--- config.mk ---
export PLATFORM = sky130hd
export DESIGN_NAME = spi_mstr_arb
export DESIGN_NICKNAME = d
export VERILOG_FILES = /design/src/rtl/spi_arb_pkg.sv /design/src/rtl/spi_rr_pick.sv /design/src/rtl/spi_mstr_arb.sv
export SDC_FILE = /design/constraint.sdc
export NUM_CORES = 1
export LEC_CHECK = 0
export BUFFER_PORTS_ARGS = -buffer_cell sky130_fd_sc_hd__buf_2
export CORE_ASPECT_RATIO = 1.2
export CORE_MARGIN = 5
export CORE_UTILIZATION = 45
export CTS_CLUSTER_DIAMETER = 200
export CTS_CLUSTER_SIZE = 16
export DETAILED_ROUTE_END_ITERATION = 16
export PLACE_DENSITY_LB_ADDON = 0.05
export SLEW_MARGIN = 10
export SYNTH_ARGS = -nofsm -noshare
export SYNTH_HDL_FRONTEND = slang
export SYNTH_HIERARCHICAL = 1
export SYNTH_SLANG_ARGS = --single-unit
--- constraint.sdc ---
create_clock -name clk -period 6.5 [get_ports clk]
set_input_delay 0.65 -clock clk [delete_from_list [all_inputs] [get_ports clk]]
set_output_delay 0.65 -clock clk [all_outputs]
set_load 0.01 [all_outputs]
--- src/rtl/spi_arb_pkg.sv ---
// Shared state encoding and constants for the SPI master arbiter.
package spi_arb_pkg;

  typedef logic [1:0] arb_state_t;

  localparam arb_state_t IDLE  = 2'd0;
  localparam arb_state_t ISSUE = 2'd1;
  localparam arb_state_t BUSY  = 2'd2;
  localparam arb_state_t RESP  = 2'd3;

  localparam logic [15:0] TIMEOUT_DATA = 16'hDEAD;

endpackage

--- src/rtl/spi_rr_pick.sv ---
// Rotate-priority search: first asserted req strictly after ptr, wrapping.
module spi_rr_pick #(
  parameter int NUM_REQ = 3,
  parameter int IW      = 2
) (
  input  logic [NUM_REQ-1:0] req,
  input  logic [IW-1:0]      ptr,
  output logic               vld,
  output logic [IW-1:0]      idx
);

  int            c;
  logic [IW-1:0] ci;

  // Walk from farthest to nearest so the nearest hit is the one left standing.
  always_comb begin
    vld = 1'b0;
    idx = '0;
    c   = 0;
    ci  = '0;
    for (int i = NUM_REQ; i >= 1; i--) begin
      c  = (int'(ptr) + i) % NUM_REQ;
      ci = IW'(c);
      if (req[ci]) begin
        vld = 1'b1;
        idx = ci;
      end
    end
  end

endmodule

--- src/rtl/spi_mstr_arb.sv ---
// Round-robin arbiter sharing one 16-bit SPI master among NUM_REQ requesters.
// Optional BUSY watchdog enabled by defining SPI_ARB_TIMEOUT_EN.
//
// state | meaning
// IDLE  | no owner; grant first requester after rr_ptr
// ISSUE | wrt and req_ack pulse for the new owner
// BUSY  | waiting for a done rise (or watchdog expiry)
// RESP  | rsp_vld pulse; may re-grant immediately
module spi_mstr_arb
  import spi_arb_pkg::*;
#(
  parameter int NUM_REQ     = 3,
  parameter int TIMEOUT_CYC = 2048
) (
  input  logic                    clk,
  input  logic                    rst_n,
  input  logic [NUM_REQ-1:0]      req,
  input  logic [16*NUM_REQ-1:0]   req_cmd,
  output logic [NUM_REQ-1:0]      req_ack,
  output logic [NUM_REQ-1:0]      rsp_vld,
  output logic [15:0]             rsp_data,
  output logic                    rsp_err,
  output logic                    busy,
  output logic                    wrt,
  output logic [15:0]             cmd,
  input  logic                    done,
  input  logic [15:0]             rd_data
);

  localparam int IW = (NUM_REQ > 1) ? $clog2(NUM_REQ) : 1;

  if (NUM_REQ < 2 || NUM_REQ > 8) begin : g_bad_num_req
    $error("spi_mstr_arb: NUM_REQ must be 2..8");
  end
  if (TIMEOUT_CYC < 2 || TIMEOUT_CYC > 4096) begin : g_bad_timeout
    $error("spi_mstr_arb: TIMEOUT_CYC must fit the 12-bit watchdog");
  end

  arb_state_t         state;
  logic [IW-1:0]      rr_ptr;
  logic [IW-1:0]      pick_idx;
  logic               pick_vld;
  logic [NUM_REQ-1:0] pick_oh;
  logic [NUM_REQ-1:0] own_oh;
  logic               done_q;
  logic               done_rise;
  logic               tmo;
  logic               grant;

  spi_rr_pick #(
    .NUM_REQ (NUM_REQ),
    .IW      (IW)
  ) u_pick (
    .req (req),
    .ptr (rr_ptr),
    .vld (pick_vld),
    .idx (pick_idx)
  );

  assign pick_oh   = NUM_REQ'(1) << pick_idx;
  assign done_rise = done & ~done_q;
  // Granting from RESP as well as IDLE puts the next wrt 2 cycles after done rise.
  assign grant     = pick_vld & ((state == IDLE) | (state == RESP));

`ifdef SPI_ARB_TIMEOUT_EN
  logic [11:0] tmo_cnt;

  // Holds the number of cycles since wrt while in BUSY.
  always_ff @(posedge clk or negedge rst_n) begin
    if (!rst_n) begin
      tmo_cnt <= '0;
    end else if (state == ISSUE) begin
      tmo_cnt <= 12'd1;
    end else if (state == BUSY) begin
      tmo_cnt <= tmo_cnt + 12'd1;
    end
  end

  assign tmo = (state == BUSY) && (tmo_cnt == 12'(TIMEOUT_CYC - 1));
`else
  assign tmo = 1'b0;
`endif

  always_ff @(posedge clk or negedge rst_n) begin
    if (!rst_n) begin
      state    <= IDLE;
      rr_ptr   <= IW'(NUM_REQ - 1);
      own_oh   <= '0;
      done_q   <= 1'b0;
      wrt      <= 1'b0;
      cmd      <= '0;
      req_ack  <= '0;
      rsp_vld  <= '0;
      rsp_data <= '0;
      rsp_err  <= 1'b0;
      busy     <= 1'b0;
    end else begin
      done_q  <= done;
      wrt     <= 1'b0;
      req_ack <= '0;
      rsp_vld <= '0;
      rsp_err <= 1'b0;
      if (grant) begin
        own_oh  <= pick_oh;
        rr_ptr  <= pick_idx;
        cmd     <= req_cmd[{pick_idx, 4'b0000} +: 16];
        wrt     <= 1'b1;
        req_ack <= pick_oh;
        busy    <= 1'b1;
        state   <= ISSUE;
      end else begin
        case (state)
          ISSUE: state <= BUSY;
          BUSY: begin
            if (done_rise) begin
              rsp_data <= rd_data;
              rsp_vld  <= own_oh;
              state    <= RESP;
            end else if (tmo) begin
              rsp_data <= TIMEOUT_DATA;
              rsp_err  <= 1'b1;
              rsp_vld  <= own_oh;
              state    <= RESP;
            end
          end
          RESP: begin
            busy  <= 1'b0;
            state <= IDLE;
          end
          default: state <= IDLE;
        endcase
      end
    end
  end

endmodule

==> results by group <==
Status
  – Status: finished clean

Routing
  – Via count: 1,950
  – Routed len/inst: 14.5 um
  – Final WL: ~5600 um
  – Post-route ant nets: 0
  – DRT Pass-1 Iters: 4
  – Via density per instance: approximately 5.0
  – Residual DRC: 0
  – DR iter-0 viols: between 50 and 60

Clocking
  – TritonCTS Sinks: 48
  – Clock Latency Late Sink: between 0.2 and 0.3 ns
  – Hold buffer count at cts: 0
  – Post-CTS Setup Inserts: 0
  – Clock root cell: clkbuf_8
  – Clock Path Buffers: 2
  – CTS tree: built
  – Num CTS Buffers: 5
  – Reg clk slew, reported paths: about 0.09 ns
  – CTS H-tree depth: 2
  – PostCTS Resize Cnt: 0

Global routing
  – Vias in the first global route: between 2,000 and 2,500
  – Grt ovf: 0
  – Initial antenna violation count: 0
  – GRT Total Usage: 0.163
  – Global-route wire length before repair: roughly 9500 um
  – Largest net degree at the start of global routing: slightly below 50

Critical path
  – Crit path launch type: flip-flop
  – R2r worst-path depth: 9
  – R2r endpoint: rsp_data[4]
  – Setup CP Type: flip-flop to flip-flop
  – Crit path from: rr_ptr[1]
  – Crit. End Element: flip-flop
  – CP max FO: 26
  – Worst EP required: about 6.7 ns
  – Critical Path Sink: rsp_data[4]
  – Worst reg-to-reg setup slack: between 3 and 4 ns
  – Arr. time, crit path: around 3.4 ns
  – RR Startpoint: rr_ptr[1]

Timing
  – Final setup skew: about 0.0037 ns
  – RSZ-0062 raised after global routing: no
  – Fin crit share: 0.495
  – Hold slack: ~0.47 ns
  – Setup TNS: 0 ns
  – Endpoints failing setup: 0
  – Least-Margin Pin Slew: 1.17 ns
  – Final Hold Vio Count: 0
  – Minimum period implied by the final worst setup slack: 3.22 ns
  – Fmax: roughly 310 MHz
  – Slew headroom: 0.221
  – Final WS setup: around 3.3 ns
  – Slew Viols, Final: 0

Die
  – # IOs: approximately 110
  – Site Rows: 29
  – Die W: between 70 and 80 um
  – Die H: between 90 and 100 um
  – Initial Util: 0.459
  – Die ar.: a little under 7000 um^2
  – CORE AREA: approximately 5300 um^2

Placement
  – Post-Place Setup Slack: about 3.2 ns
  – Input/output buffers: ~110
  – Post-DP HPWL: 4030 um
  – Placed insts: ~380
  – GPL Wtd Cong: roughly 0.80

Synthesis
  – Yosys top cell area share: 0.487
  – #FFs+latches synth: 48
  – Net Count, Synth: ~300
  – Async S/R FF share, synth: 1.00
  – Cell variety after synth: 39
  – Number of enable flip-flop cells after synthesis: 0
  – Main flop type after synthesis: dfrtp_1
  – Post-synth top area cell: dfrtp_1
  – Top post-synthesis cells by area: dfrtp_1 (49%), mux2i_1 (7.5%), a21oi_1 (7.1%)
  – Synth Cell Area: 2410 um^2
  – Yosys warning total: 6
  – Sequential share of the synthesized area: 0.498
  – Avg Synthesized Cell Area: 10.8 um^2
  – Synth Instances: about 220

Worst hold path
  – Min-delay worst type: flip-flop to flip-flop

Cells and area
  – Fin util: 0.580
  – Fillers: roughly 500
  – Synthesis-to-layout area growth: 26.5%
  – Final nets: about 400
  – Non-filler cells, final: just under 400
  – Antenna Cells: 0
  – Layout cells sized above 1: 0.471

Power and ir drop
  – P_leak: 1.57 nW
  – VDD IR max: around 0.00022 V
  – PwrDens: around 500 nW/um^2

Run
  – Max Cap Violations: 0
==> through the flow <==
stage | total power [mW] | cell area, um^2
floorplan | 1.11 | 2410
global placement | 1.33 | 2960
finish | 1.52 | 3050
detailed placement | 1.35 | 2960
CTS | 1.54 | 3050
global route | 1.66 | 3050
==> per-layer routing <==
metal,wire (um),track usage,share of wire,vias to the layer above
li1,-,-,-,963
met1,2320,0.202,0.41,901
met2,2700,0.275,0.48,78
met3,514,0.0510,0.091,8
met4,82,0.0423,0.015,0
met5,0,0,0,-
==> registers in the layout (all words and copies together), names as in the netlist, 2 cells and up <==
signal and cells:
req_ack 3, cmd 16, state 2, rsp_data 16, own_oh 3, rr_ptr 2
rsp_vld 3
==> report_power, final <==
part,internal (mW),switching [mW],leakage (nW)
Sequential,0.442,0.0693,0.578
Clock,0.0862,0.0999,0.0434
Combinational,0.366,0.457,0.953
==> worst min-delay path by stage <==
| stage | start | endpoint | slack, ns | depth (start not counted) |
|---|---|---|---|---|
| after floorplan | rst_n | busy | 0.35 | 0 |
| after global placement | own_oh[1] | own_oh[1] | 0.45 | 1 |
| after detailed placement | own_oh[0] | own_oh[0] | 0.46 | 1 |
| after CTS | done | done_q | 0.46 | 1 |
| after global routing | done | done_q | 0.46 | 1 |
| final | own_oh[1] | own_oh[1] | 0.47 | 1 |
==> logic make-up (layout without fill, tap and decap cells) <==
family	count (synthesis)	in the layout	synth area share
and+or+nand+nor	54	54	0.117
AOI/OAI and AO/OA	56	56	0.134
muxes	34	34	0.160
buffers and inverters	24	127	0.0534
adders and majority gates	7	7	0.0363
other	1	1	0.00155
DFF	48	48	0.498
==> cell usage after synthesis, drive strengths merged, types with 2 or more instances <==
cell,count
a21boi,2
or2,15
mux2i,18
mux2,16
clkbuf,7
inv,8
o22ai,4
a21o,3
ha,7
buf,9
nor2b,3
nand2b,3
nor2,15
a21oi,34
and2,4
dfrtp,47
nand2,10
o21ai,5
==> area by class of cell <==
type | instances | area (um^2) | area share
Sequential cell | 48 | 1200 | 0.394
Multi-Input combinational cell | 152 | 1090 | 0.356
Timing Repair Buffer | 111 | 561 | 0.184
Clock buffer | 6 | 82.6 | 0.0270
Tap cell | 62 | 77.6 | 0.0254
Inverter | 8 | 30.0 | 0.00983
Clock inverter | 2 | 15.0 | 0.00492
==> critical path, cell delays in order, from the launching register on <==
cell     delay [ns]
dfstp_2        0.56
inv_1          0.06
ha_1           0.29
mux2i_1        0.18
o21ai_0        0.09
a21oi_1        0.11
o21ai_0        0.14
nand2_2        0.40
and3_1         0.86
mux2_2         0.42
==> cell usage in the layout (no fill, tap or decap), types with 2 or more instances in the layout <==
| cell | Yosys | layout |
|---|---|---|
| buf_2 | 3 | 109 |
| dfrtp_1 | 47 | 47 |
| a21oi_1 | 34 | 34 |
| mux2i_1 | 18 | 18 |
| or2_2 | 15 | 15 |
| nor2_1 | 15 | 15 |
| nand2_1 | 9 | 9 |
| mux2_2 | 9 | 9 |
| inv_1 | 8 | 8 |
| mux2_4 | 7 | 7 |
| ha_1 | 7 | 7 |
| clkbuf_8 | 0 | 6 |
| o21ai_0 | 5 | 5 |
| and2_1 | 4 | 4 |
| o22ai_1 | 4 | 4 |
| a21o_1 | 3 | 3 |
| nand2b_1 | 3 | 3 |
| nor2b_1 | 2 | 2 |
| clkinvlp_4 | 0 | 2 |
| buf_4 | 3 | 2 |
Power figures use the tool's default switching activity.
